$ cat src/rtl/pc_fetch_unit.sv
// Instruction fetch front end: issues sequential fetches with one request
// outstanding, buffers responses with their PCs and handles execute-stage redirects.
module pc_fetch_unit #(
  parameter int                   DATA_WIDTH = 32,
  parameter int                   BUS_WIDTH  = 32,
  parameter logic [BUS_WIDTH-1:0] RESET_PC   = '0,
  parameter int                   FIFO_DEPTH = 2
) (
  input  logic                  clk,
  input  logic                  rst_n,
  input  logic                  jump_en,
  input  logic [BUS_WIDTH-1:0]  jump_addr,
  input  logic                  hold,
  output logic                  imem_req,
  output logic [BUS_WIDTH-1:0]  imem_addr,
  input  logic                  imem_gnt,
  input  logic                  imem_rvalid,
  input  logic [DATA_WIDTH-1:0] imem_rdata,
  output logic [DATA_WIDTH-1:0] instruction_o,
  output logic [BUS_WIDTH-1:0]  pc_o,
  output logic                  inst_valid_o
);

  localparam int PTR_W = (FIFO_DEPTH == 4) ? 2 : 1;
  localparam int CNT_W = PTR_W + 1;

  typedef enum logic [1:0] {IDLE, WAIT, DROP} state_t;

  state_t                 state;
  logic [BUS_WIDTH-1:0]   fetch_pc;
  logic [BUS_WIDTH-1:0]   req_pc;
  logic [BUS_WIDTH-1:0]   last_pc;
  logic [PTR_W-1:0]       rd_ptr;
  logic [PTR_W-1:0]       wr_ptr;
  logic [CNT_W-1:0]       count;

  logic [DATA_WIDTH-1:0]  data_mem [FIFO_DEPTH];
  logic [BUS_WIDTH-1:0]   pc_mem   [FIFO_DEPTH];

  logic                   empty;
  logic                   returning;
  logic                   push;
  logic                   pop;
  logic                   grant;
  logic [CNT_W-1:0]       occ;

  // Occupancy counts the response landing this cycle so a new request can
  // never produce a response with nowhere to go.
  always_comb begin
    empty     = (count == '0);
    returning = (state == WAIT) && imem_rvalid;
    push      = returning && !jump_en;
    pop       = !empty && !hold && !jump_en;
    occ       = count + CNT_W'(returning) - CNT_W'(pop);
    imem_req  = !jump_en && ((state == IDLE) || returning) && (occ < CNT_W'(FIFO_DEPTH));
    grant     = imem_req && imem_gnt;
  end

  assign imem_addr     = fetch_pc;
  assign inst_valid_o  = !empty;
  assign instruction_o = empty ? '0 : data_mem[rd_ptr];
  assign pc_o          = empty ? last_pc : pc_mem[rd_ptr];

  always_ff @(posedge clk or negedge rst_n) begin
    if (!rst_n) begin
      state    <= IDLE;
      fetch_pc <= RESET_PC;
      req_pc   <= RESET_PC;
      last_pc  <= RESET_PC;
      rd_ptr   <= '0;
      wr_ptr   <= '0;
      count    <= '0;
    end else begin
      last_pc <= pc_o;
      if (jump_en) begin
        fetch_pc <= jump_addr;
        rd_ptr   <= '0;
        wr_ptr   <= '0;
        count    <= '0;
        case (state)
          WAIT:    state <= imem_rvalid ? IDLE : DROP;
          DROP:    if (imem_rvalid) state <= IDLE;
          default: state <= IDLE;
        endcase
      end else begin
        if (grant) begin
          fetch_pc <= fetch_pc + BUS_WIDTH'(4);
          req_pc   <= fetch_pc;
        end
        if (push) wr_ptr <= wr_ptr + PTR_W'(1);
        if (pop)  rd_ptr <= rd_ptr + PTR_W'(1);
        count <= count + CNT_W'(push) - CNT_W'(pop);
        case (state)
          IDLE:    if (grant) state <= WAIT;
          WAIT:    if (imem_rvalid) state <= grant ? WAIT : IDLE;
          DROP:    if (imem_rvalid) state <= IDLE;
          default: state <= IDLE;
        endcase
      end
    end
  end

  // Storage has no reset; occupancy alone decides what is visible.
  always_ff @(posedge clk) begin
    if (push) begin
      data_mem[wr_ptr] <= imem_rdata;
      pc_mem[wr_ptr]   <= req_pc;
    end
  end

endmodule

$ cat config.mk
export PLATFORM = sky130hd
export DESIGN_NAME = pc_fetch_unit
export DESIGN_NICKNAME = d
export VERILOG_FILES = /design/src/rtl/pc_fetch_unit.sv
export SDC_FILE = /design/constraint.sdc
export NUM_CORES = 1
export LEC_CHECK = 0
export BUFFER_PORTS_ARGS = -buffer_cell sky130_fd_sc_hd__clkbuf_2
export CORE_MARGIN = 10
export CORE_UTILIZATION = 51
export DETAILED_ROUTE_END_ITERATION = 10
export PLACE_DENSITY = 0.74
export SYNTH_ARGS = -nofsm -noshare
export SYNTH_HDL_FRONTEND = slang
export SYNTH_SLANG_ARGS = --single-unit
export TNS_END_PERCENT = 100
$ cat constraint.sdc
create_clock -name clk -period 4.7 [get_ports clk]
set_clock_uncertainty 0.1 [all_clocks]
set_input_delay 0.235 -clock clk [delete_from_list [all_inputs] [get_ports clk]]
set_output_delay 0.235 -clock clk [all_outputs]
set_load 0.005 [all_outputs]
==> metrics.csv, run 1 <==
metric;value;unit
initial antenna violation count;0;
HPWL Detailed;14000;µm
die width;155;µm
RSZ-0062 raised after global routing;no;
core area;17900;µm²
H-tree Lvls;1;
Max-Cap Viols;0;
Clk pwr share;0.291;
Psw;1.79;mW
CP peak stage delay;0.47;ns
DRT antenna net count;0;
Die Ht;155;µm
cell mode on critical path;ha_1;
Hold Crit Start;imem_rvalid;
n_diodes;0;
CP Cell Sequence;inv_1, ha_1, nand2_1, ha_1, nor2b_1, xor2_1, nand3_2, buf_4, o311ai_0;
clock-pin slew on the worst setup and hold paths;0.06;ns
share of layout cells above drive strength 1;0.227;
setup TNS;0;ns
#FFs+latches synth;230;
# DRC;0;
Layout Nets;1033;
Critical R2R Launch;state[1];
Yosys cell types;43;
type of the worst setup path;reg -> reg;
Synth area leaders;edfxtp_1 42%, dfrtp_1 28%, mux2i_1 7.0%;
Comb power frac;0.219;
Hold Slack;0.0594;ns
final setup violation count;0;
Overflow after GRT;0;
Skew-Pair Late Insertion Delay;0.50;ns
via count;6482;
slew margin rel.;0.209;
IO buf count;167;
pwr/cell area;505;nW/µm²
wire length on met2;10100;µm
final hold violations;0;
Top Metal Used;met4;
Leakage;4.82;nW
DR pass1 iterations;5;
crit end category;flop;
Yosys top cell by area;edfxtp_1;
Mapped Area;9260;µm²
Tcrit/Tclk final;0.708;
share of power burned in registers;0.490;
Hold Crit Endpoint;wr_ptr;
clock buffer depth;3;
worst reg2reg setup slack;1.37;ns
vias in the first global route;6656;
asr flop ratio synth;0.443;
Critical Path RT;4.96;ns
GP Congestion;0.820;
starting density of the core;0.517;
drt wl/cell;18.1;µm
peak supply drop;0.289;mV
ys flop type;edfxtp_1;
total track usage;0.177;
Net Sw Frac;0.302;
1st-iter DRT viols;388;
Routed Wire Length;21700;µm
largest net degree at the start of global routing;100;
clock sink count;230;
number of flops mapped to enable cells by yosys;128;
Syn. warnings;0;
CTS Buf Count;24;
worst-case reg-to-reg path depth;9;
die area;23900;µm²
Final Max Slew Viols;0;
r2r endpoint;imem_addr[12];
worst-margin pin slew;1.19;ns
Critical Path AT;3.58;ns
status;finished clean;
Mean Syn Cell Area;12.8;µm²
post-CTS setup buffers;0;
post-DR vias/cell;5.40;
CTS Root Cell;clkbuf_16;
Syn Nets;801;
Syn Inst Count;723;
Max Fclk;0.301;GHz
master of the slowest instance on the critical path;nand3_2;
crit start category;flop;
crit path time final;3.33;ns
min-delay worst type;in -> reg;
Crit Path Max Fanout;39;
WHS Path Cells;4;
Area Growth Syn to Fin;26.6;%
clock tree from TritonCTS;yes;
first-pass GRT wire length;35300;µm
DR WL met3;1490;µm
Int Power;4.13;mW
Routed met1 length;9740;µm
share of the synthesized area in the top cell type;0.415;
Ports;168;
Std-Cell Rows;49;
sequential share of the synthesized area;0.691;
power by group through the flow:
stage	logic [mW]	clock network, mW	registers, mW
after floorplan	0.753	0	2.80
after CTS	1.33	1.76	2.90
after global routing	1.47	1.85	2.94
after detailed placement	1.28	0	2.93
after global placement	1.24	0	2.90
final	1.30	1.72	2.90
how the worst max path moves through the flow:
stage	to	from	slack [ns]
final	imem_addr[12]	state[1]	1.37
after global routing	imem_addr[18]	state[1]	1.15
after CTS	imem_addr[12]	state[1]	1.36
after detailed placement	imem_addr[9]	state[1]	1.48
after global placement	imem_addr[9]	state[1]	1.59
after floorplan	data_mem[0][0]	jump_en	0.47
metal layers:
metal,track usage,vias to the layer above
li1,-,3115
met1,0.239,3110
met2,0.280,227
met3,0.0413,30
met4,0.0531,0
met5,0,-
Yosys cell counts (3+ instances only):
master and instances:
a21oi_1 4, a221o_1 3, and3_1 4, buf_2 10, clkbuf_1 25, dfrtp_1 102
edfxtp_1 128, ha_1 8, inv_1 12, mux2_2 3, mux2i_1 65, nand2_1 162
nand3_1 19, nand4_1 9, nor2_1 45, nor3_1 3, nor4_1 4, o211ai_1 3
o21ai_0 38, o311ai_0 37, or4_1 5, xnor2_1 4
registers in the layout (all words and copies together), names as in the netlist:
signal     count
count          2
data_mem      64
imem_addr     32
last_pc       32
pc_mem        64
rd_ptr         1
req_pc        32
state          2
wr_ptr         1
logic make-up after synthesis:
kind of cell / count (synthesis) / synth area share
buffers and inverters: 49 / 0.0212
flip-flops: 230 / 0.691
XOR/XNOR: 7 / 0.00744
adder cells (fa/ha/maj): 8 / 0.0108
AND/OR/NAND/NOR: 262 / 0.120
AO/OA/AOI/OAI: 99 / 0.0756
multiplexers: 68 / 0.0739
critical path, delay by kind of cell (launching register included):
| family | cells | cell delay, ns |
|---|---|---|
| simple gates | 3 | 0.81 |
| fa+ha+maj | 2 | 0.56 |
| buf+inv | 2 | 0.55 |
| compound gates | 1 | 0.45 |
| flops | 1 | 0.42 |
| xor+xnor | 1 | 0.29 |
cell type report:
type,instances,area [µm²]
inverters,12,45.0
clock inverters,7,38.8
fillers,1306,6180
flip-flops and latches,230,6400
clock buffers,36,677
multi-input cells,444,2700
repair buffers,243,1570
well taps,229,287
per-stage QoR:
| step | std cells | cell area, µm² | utilization | power (mW) | setup slack (ns) |
|---|---|---|---|---|---|
| 3_3_place_gp | 1092 | 10300 | 0.578 | 4.14 | 1.59 |
| 5_1_grt | 1201 | 11700 | 0.655 | 6.26 | 1.15 |
| 4_1_cts | 1201 | 11700 | 0.655 | 5.98 | 1.36 |
| 3_5_place_dp | 1092 | 10300 | 0.578 | 4.21 | 1.48 |
| 2_1_floorplan | 723 | 9260 | - | 3.56 | 0.469 |
| 6_report | 1201 | 11700 | 0.655 | 5.91 | 1.37 |
layout by cell type (no fill, tap or decap), types with 4 or more instances in the layout:
cell,Yosys,layout
clkbuf_2,0,166
inv_1,12,12
o21ai_0,38,38
edfxtp_1,128,128
nor2_1,45,42
ha_1,8,8
nand3_1,19,18
nand2_1,162,162
nand4_1,9,9
dlygate4sd3_1,0,66
a21oi_1,4,4
nor4_1,4,4
mux2i_1,65,65
buf_4,0,11
xnor2_1,4,4
or4_1,5,5
clkbuf_16,0,25
clkbuf_1,25,10
o311ai_0,37,37
dfrtp_1,102,101
and3_1,4,4
repair_timing:
action	CTS	global route
setup endpoints to repair	0	0
gates resized for setup	0	0
hold buffers	66	0
hold endpoints to repair	153	0
No activity file was read; power rests on OpenSTA's default activity.
==> run 2: changes to the inputs <==
- CORE_UTILIZATION: 51 -> 50
- PLACE_DENSITY: 0.74 -> 0.76
- clock period: 4.7 -> 2.85 ns (I/O delays scaled with it)
==> run 2 against run 1 <==
Against the previous run:
- non-clock buffer count increased by 15
- via count increased by 3.1%
- setup slack got worse by 1.2 ns
- hold slack got worse by 0.0032 ns
- sequential share of layout area decreased by 1.2 points
- combinational power increased by 75%
- sequential power increased by 64%
==> metrics.csv, run 2 (synthesis results as in run 1) <==
metric;value;unit;change
status;finished clean;;
clock buffer depth;3;;unchanged
starting density of the core;0.512;;-0.00526
initial antenna violation count;0;;unchanged
Die Ht;156;µm;+0.87%
GP Congestion;0.811;;-1.1%
pwr/cell area;854;nW/µm²;+69%
type of the worst setup path;reg -> reg;;
slew margin rel.;0.385;;+0.176
final hold violations;0;;unchanged
IO buf count;167;;unchanged
vias in the first global route;6949;;+4.4%
leading cell type in the layout, fill and taps excluded;clkbuf_2;;
Layout Nets;1048;;+1.5%
post-DR vias/cell;5.49;;+1.8%
total track usage;0.185;;+0.00791
Leakage;4.96;nW;+2.9%
clock tree from TritonCTS;yes;;
die width;156;µm;+0.87%
n_diodes;0;;unchanged
die area;24400;µm²;+1.7%
CTS Root Cell;clkbuf_16;;
Skew-Pair Late Insertion Delay;0.51;ns;about the same
DRT antenna net count;0;;unchanged
H-tree Lvls;1;;unchanged
Max-Cap Viols;0;;unchanged
peak supply drop;0.451;mV;+56%
Tcrit/Tclk final;0.954;;+0.247
via count;6685;;+3.1%
Critical Path RT;3.19;ns;-1.77 ns
worst-case reg-to-reg path depth;11;;+2
r2r endpoint;imem_addr[30];;
# DRC;0;;unchanged
Max Fclk;0.368;GHz;+22%
leading cell types in the layout, fill and taps excluded;166 x clkbuf_2, 162 x nand2_1, 128 x edfxtp_1;;
biggest regs;data_mem (64), pc_mem (64);;
Critical Path AT;3.06;ns;-0.52 ns
DR pass1 iterations;5;;unchanged
largest net degree at the start of global routing;100;;unchanged
Crit Path Max Fanout;9;;-77%
Placement Cell Area;10400;µm²;+0.97%
crit path time final;2.72;ns;-0.607 ns
clock-pin slew on the worst setup and hold paths;0.06;ns;about the same
Critical R2R Launch;state[1];;
Routed Wire Length;22800;µm;+5.0%
CTS Buf Count;24;;unchanged
setup TNS;0;ns;unchanged
final design area excluding fillers;12000;µm²;+2.3%
crit start category;flop;;
clock sink count;230;;unchanged
share of layout cells above drive strength 1;0.243;;+0.0155
Overflow after GRT;0;;unchanged
RSZ-0062 raised after global routing;yes;;
min-delay worst type;in -> reg;;
WHS Path Cells;4;;unchanged
Hold Crit Start;imem_gnt;;
Ports;168;;unchanged
Std-Cell Rows;49;;unchanged
drt wl/cell;18.7;µm;+3.6%
Area Growth Syn to Fin;29.5;%;
Hold Crit Endpoint;imem_addr[31];;
HPWL Detailed;14400;µm;+3.4%
core area;18100;µm²;+1.0%
1st-iter DRT viols;461;;+19%
first-pass GRT wire length;36900;µm;+4.5%
worst-margin pin slew;0.923;ns;-0.264 ns
worst reg2reg setup slack;0.13;ns;-1.24 ns
crit end category;flop;;
Final Max Slew Viols;0;;unchanged
final setup violation count;0;;unchanged
## run 2: cell count changes in the layout (fill, tap and decap cells not counted), moves of 2 or more
cell / change
o311ai_1: +8
buf_12: +3
clkinv_2: +2
buf_4: +11
o311ai_0: -8
bufinv_16: +4
clkbuf_1: -2
## run 2: final cells by class
| class | count | area, µm² |
|---|---|---|
| clock inverters | 11 | 153 |
| clock buffers | 33 | 656 |
| inverters | 12 | 45.0 |
| flip-flops and latches | 230 | 6400 |
| well taps | 229 | 287 |
| multi-input cells | 444 | 2720 |
| repair buffers | 258 | 1730 |
| fillers | 1274 | 6100 |
## run 2: worst max-delay path by stage
stage	startpoint	to	slack, ns
detailed placement	state[1]	imem_addr[22]	-0.03
floorplan	jump_en	data_mem[0][0]	-0.25
global placement	state[1]	imem_addr[9]	0.12
finish	state[1]	imem_addr[30]	0.13
global route	state[1]	imem_addr[30]	-0.02
CTS	state[1]	imem_addr[22]	0.02
## run 2: per-stage QoR
stage	power, mW	hold slack [ns]	util	instances	setup WS [ns]
final	10.2	0.0562	0.663	1217	0.130
after global routing	10.8	0.100	0.663	1217	-0.0158
after CTS	10.3	0.0170	0.660	1213	0.0201
after detailed placement	6.97	0.123	0.577	1102	-0.0337
after global placement	6.86	0.116	0.577	1102	0.121
after floorplan	5.86	-0.253	-	723	-0.247
## run 2: metal layers
layer  vias up  global-route usage  part of all wire
met4         0              0.0513             0.017
met1      3261               0.243              0.43
met5         -                   0                 0
li1       3131                   -                 -
met2       266               0.306              0.48
met3        27              0.0389             0.075
## run 2: where the power goes
group	leakage (nW)	total (mW)	switching, mW	internal (mW)
clock network	0.397	3.19	1.22	1.97
registers	2.44	4.76	0.462	4.30
logic	2.13	2.28	1.36	0.924
total	4.96	10.2	3.04	7.20
## run 2: worst max-delay path, cell delays in order (launching register included)
cell and delay (ns):
dfrtp_1 0.43, inv_1 0.10, ha_1 0.17, nand2_1 0.11, ha_1 0.36, nor2b_4 0.16, xor2_2 0.19, buf_4 0.15
nand3_4 0.11, buf_12 0.17, or4_1 0.51, nand3_1 0.10
## run 2: timing repair
item / CTS / global route
hold buffers: 67 / 0
resized for setup: 2 / 10
endpoints found under the setup margin: 12 / 26
buffers inserted: 0 / 4
endpoints found under the hold margin: 147 / 0
pin swaps: 0 / 1
==> run 3: changes to the inputs <==
--- a/config.mk
+++ b/config.mk
@@ -11,4 +11,5 @@
 export DETAILED_ROUTE_END_ITERATION = 10
 export PLACE_DENSITY = 0.76
+export REMOVE_ABC_BUFFERS = 1
 export SYNTH_ARGS = -nofsm -noshare
 export SYNTH_HDL_FRONTEND = slang
==> constraint.sdc (replaced) <==
create_clock -name clk -period 2.85 [get_ports clk]
set_clock_uncertainty 0.1 [all_clocks]
set_input_delay 0.57 -clock clk [delete_from_list [all_inputs] [get_ports clk]]
set_output_delay 0.57 -clock clk [all_outputs]
set_load 0.005 [all_outputs]
==> run 3 against run 2 <==
Against the previous run:
- core utilization fell by 3.6 points
- critical path depth shrank 1
- design area decreased by 5.4%
- final cell count is 5.3% lower
- global-route usage shrank 1.1 points
==> metrics.csv, run 3 (synthesis results as in run 1) <==
metric;value;unit;change
H-tree Lvls;1;;unchanged
GP Congestion;0.847;;+4.4%
worst-margin pin slew;0.604;ns;-0.319 ns
final design area excluding fillers;11300;µm²;-5.4%
die width;156;µm;unchanged
worst reg2reg setup slack;0.15;ns;+0.02 ns
post-route insts no fill;1152;;-5.3%
clock tree from TritonCTS;yes;;
setup TNS;0;ns;unchanged
slew margin rel.;0.594;;+0.209
# DRC;0;;unchanged
min-delay worst type;in -> reg;;
RSZ-0062 raised after global routing;no;;
via count;6354;;-5.0%
final setup violation count;0;;unchanged
biggest regs;data_mem (64), pc_mem (64);;
final hold violations;0;;unchanged
Max-Cap Viols;0;;unchanged
leading cell types in the layout, fill and taps excluded;166 x clkbuf_2, 161 x nand2_1, 128 x edfxtp_1;;
clock sink count;230;;unchanged
Max Fclk;0.371;GHz;+0.82%
peak supply drop;0.811;mV;+80%
Std-Cell Rows;49;;unchanged
vias in the first global route;6407;;-7.8%
Hold Slack;0.157;ns;+0.101 ns
core area;18100;µm²;unchanged
share of layout cells above drive strength 1;0.264;;+0.0214
1st-iter DRT viols;469;;+1.7%
Routed Wire Length;21800;µm;-4.4%
clock-pin slew on the worst setup and hold paths;0.06;ns;about the same
type of the worst setup path;reg -> reg;;
crit path time final;2.70;ns;-0.0220 ns
HPWL Detailed;14700;µm;+1.6%
IO buf count;167;;unchanged
crit start category;flop;;
Overflow after GRT;0;;unchanged
Leakage;4.68;nW;-5.7%
Area Growth Syn to Fin;22.5;%;
Critical Path AT;2.94;ns;-0.12 ns
drt wl/cell;18.9;µm;+0.96%
Critical R2R Launch;state[1];;
Crit Path Max Fanout;23;;+14
DR pass1 iterations;5;;unchanged
status;finished clean;;
n_diodes;0;;unchanged
pwr/cell area;867;nW/µm²;+1.5%
crit end category;flop;;
r2r endpoint;imem_addr[24];;
Util after Layout;0.627;;-0.0360
Placement Cell Area;10500;µm²;+0.65%
Tcrit/Tclk final;0.946;;-0.00772
CTS Root Cell;clkbuf_16;;
Die Ht;156;µm;unchanged
WHS Path Cells;1;;-3
starting density of the core;0.512;;unchanged
placed insts;1106;;+0.36%
total track usage;0.174;;-0.0113
Final Max Slew Viols;0;;unchanged
fillers;1426;;+12%
Ports;168;;unchanged
DRT antenna net count;0;;unchanged
first-pass GRT wire length;34200;µm;-7.2%
Hold Crit Start;imem_rdata[19];;
Layout Nets;983;;-6.2%
initial antenna violation count;0;;unchanged
CTS Buf Count;24;;unchanged
largest net degree at the start of global routing;100;;unchanged
Hold Crit Endpoint;data_mem[0][19];;
Skew-Pair Late Insertion Delay;0.50;ns;about the same
worst-case reg-to-reg path depth;10;;-1
clock buffer depth;3;;unchanged
leading cell type in the layout, fill and taps excluded;clkbuf_2;;
die area;24400;µm²;unchanged
post-DR vias/cell;5.52;;+0.41%
Critical Path RT;3.09;ns;-0.10 ns
[run 3: changes by cell type in the layout (fill, tap and decap cells not counted), sizes merged]
| cell | change |
|---|---|
| buf | +1 |
| bufinv | -4 |
| clkbuf | +7 |
| clkinv | -4 |
| dlygate4sd3 | -66 |
| inv | +1 |
[run 3: stage by stage]
| step | total power, mW | worst slack (ns) |
|---|---|---|
| 4_1_cts | 9.91 | 0.00205 |
| 6_report | 9.82 | 0.152 |
| 2_1_floorplan | 5.85 | -3.59 |
| 3_3_place_gp | 6.87 | 0.00326 |
| 5_1_grt | 10.4 | 0.0354 |
| 3_5_place_dp | 6.96 | -0.0592 |
[run 3: area by class of cell]
type	count	area (µm²)	area share
Sequential cell	230	6400	0.565
Multi-Input combinational cell	444	2740	0.242
Timing Repair Buffer	193	1110	0.0980
Clock buffer	40	722	0.0637
Tap cell	229	287	0.0253
Inverter	12	45.0	0.00397
Clock inverter	4	25.0	0.00221
[run 3: report_power, final]
group	switching, mW	total, mW	internal [mW]
clock	1.19	2.91	1.72
sequential	0.388	4.69	4.30
combinational	1.32	2.22	0.898
[run 3: how the worst max path moves through the flow]
stage          depth (start not counted)     start  slack [ns]             to
5_1_grt                                8  state[1]        0.04       imem_req
4_1_cts                                4  count[1]       0.002       pc_o[15]
3_3_place_gp                           9   jump_en       0.003  imem_addr[26]
2_1_floorplan                          8  count[1]       -3.59  imem_addr[22]
6_report                              10  state[1]        0.15  imem_addr[24]
3_5_place_dp                           9   jump_en       -0.06  imem_addr[24]
[run 3: routing by layer]
layer / global-route usage / routed length [µm]
met5: 0 / 0
met4: 0.0405 / 276
met3: 0.0458 / 1890
met2: 0.284 / 10300
met1: 0.228 / 9270
[run 3: timing repair]
action / CTS / global route
pin swaps: 0 / 2
hold endpoints to repair: 24 / 0
setup endpoints to repair: 44 / 42
hold buffers: 1 / 0
resized for setup: 3 / 10
buffers inserted: 0 / 1
[run 3: critical path, stage by stage, from the launching register on]
cell and delay (ns):
dfrtp_1 0.40, inv_1 0.09, ha_1 0.17, nand2_2 0.09, ha_4 0.25, nor2b_4 0.14, xor2_1 0.26, nand3_2 0.16
buf_12 0.18, o311ai_0 0.46, o311ai_0 0.22
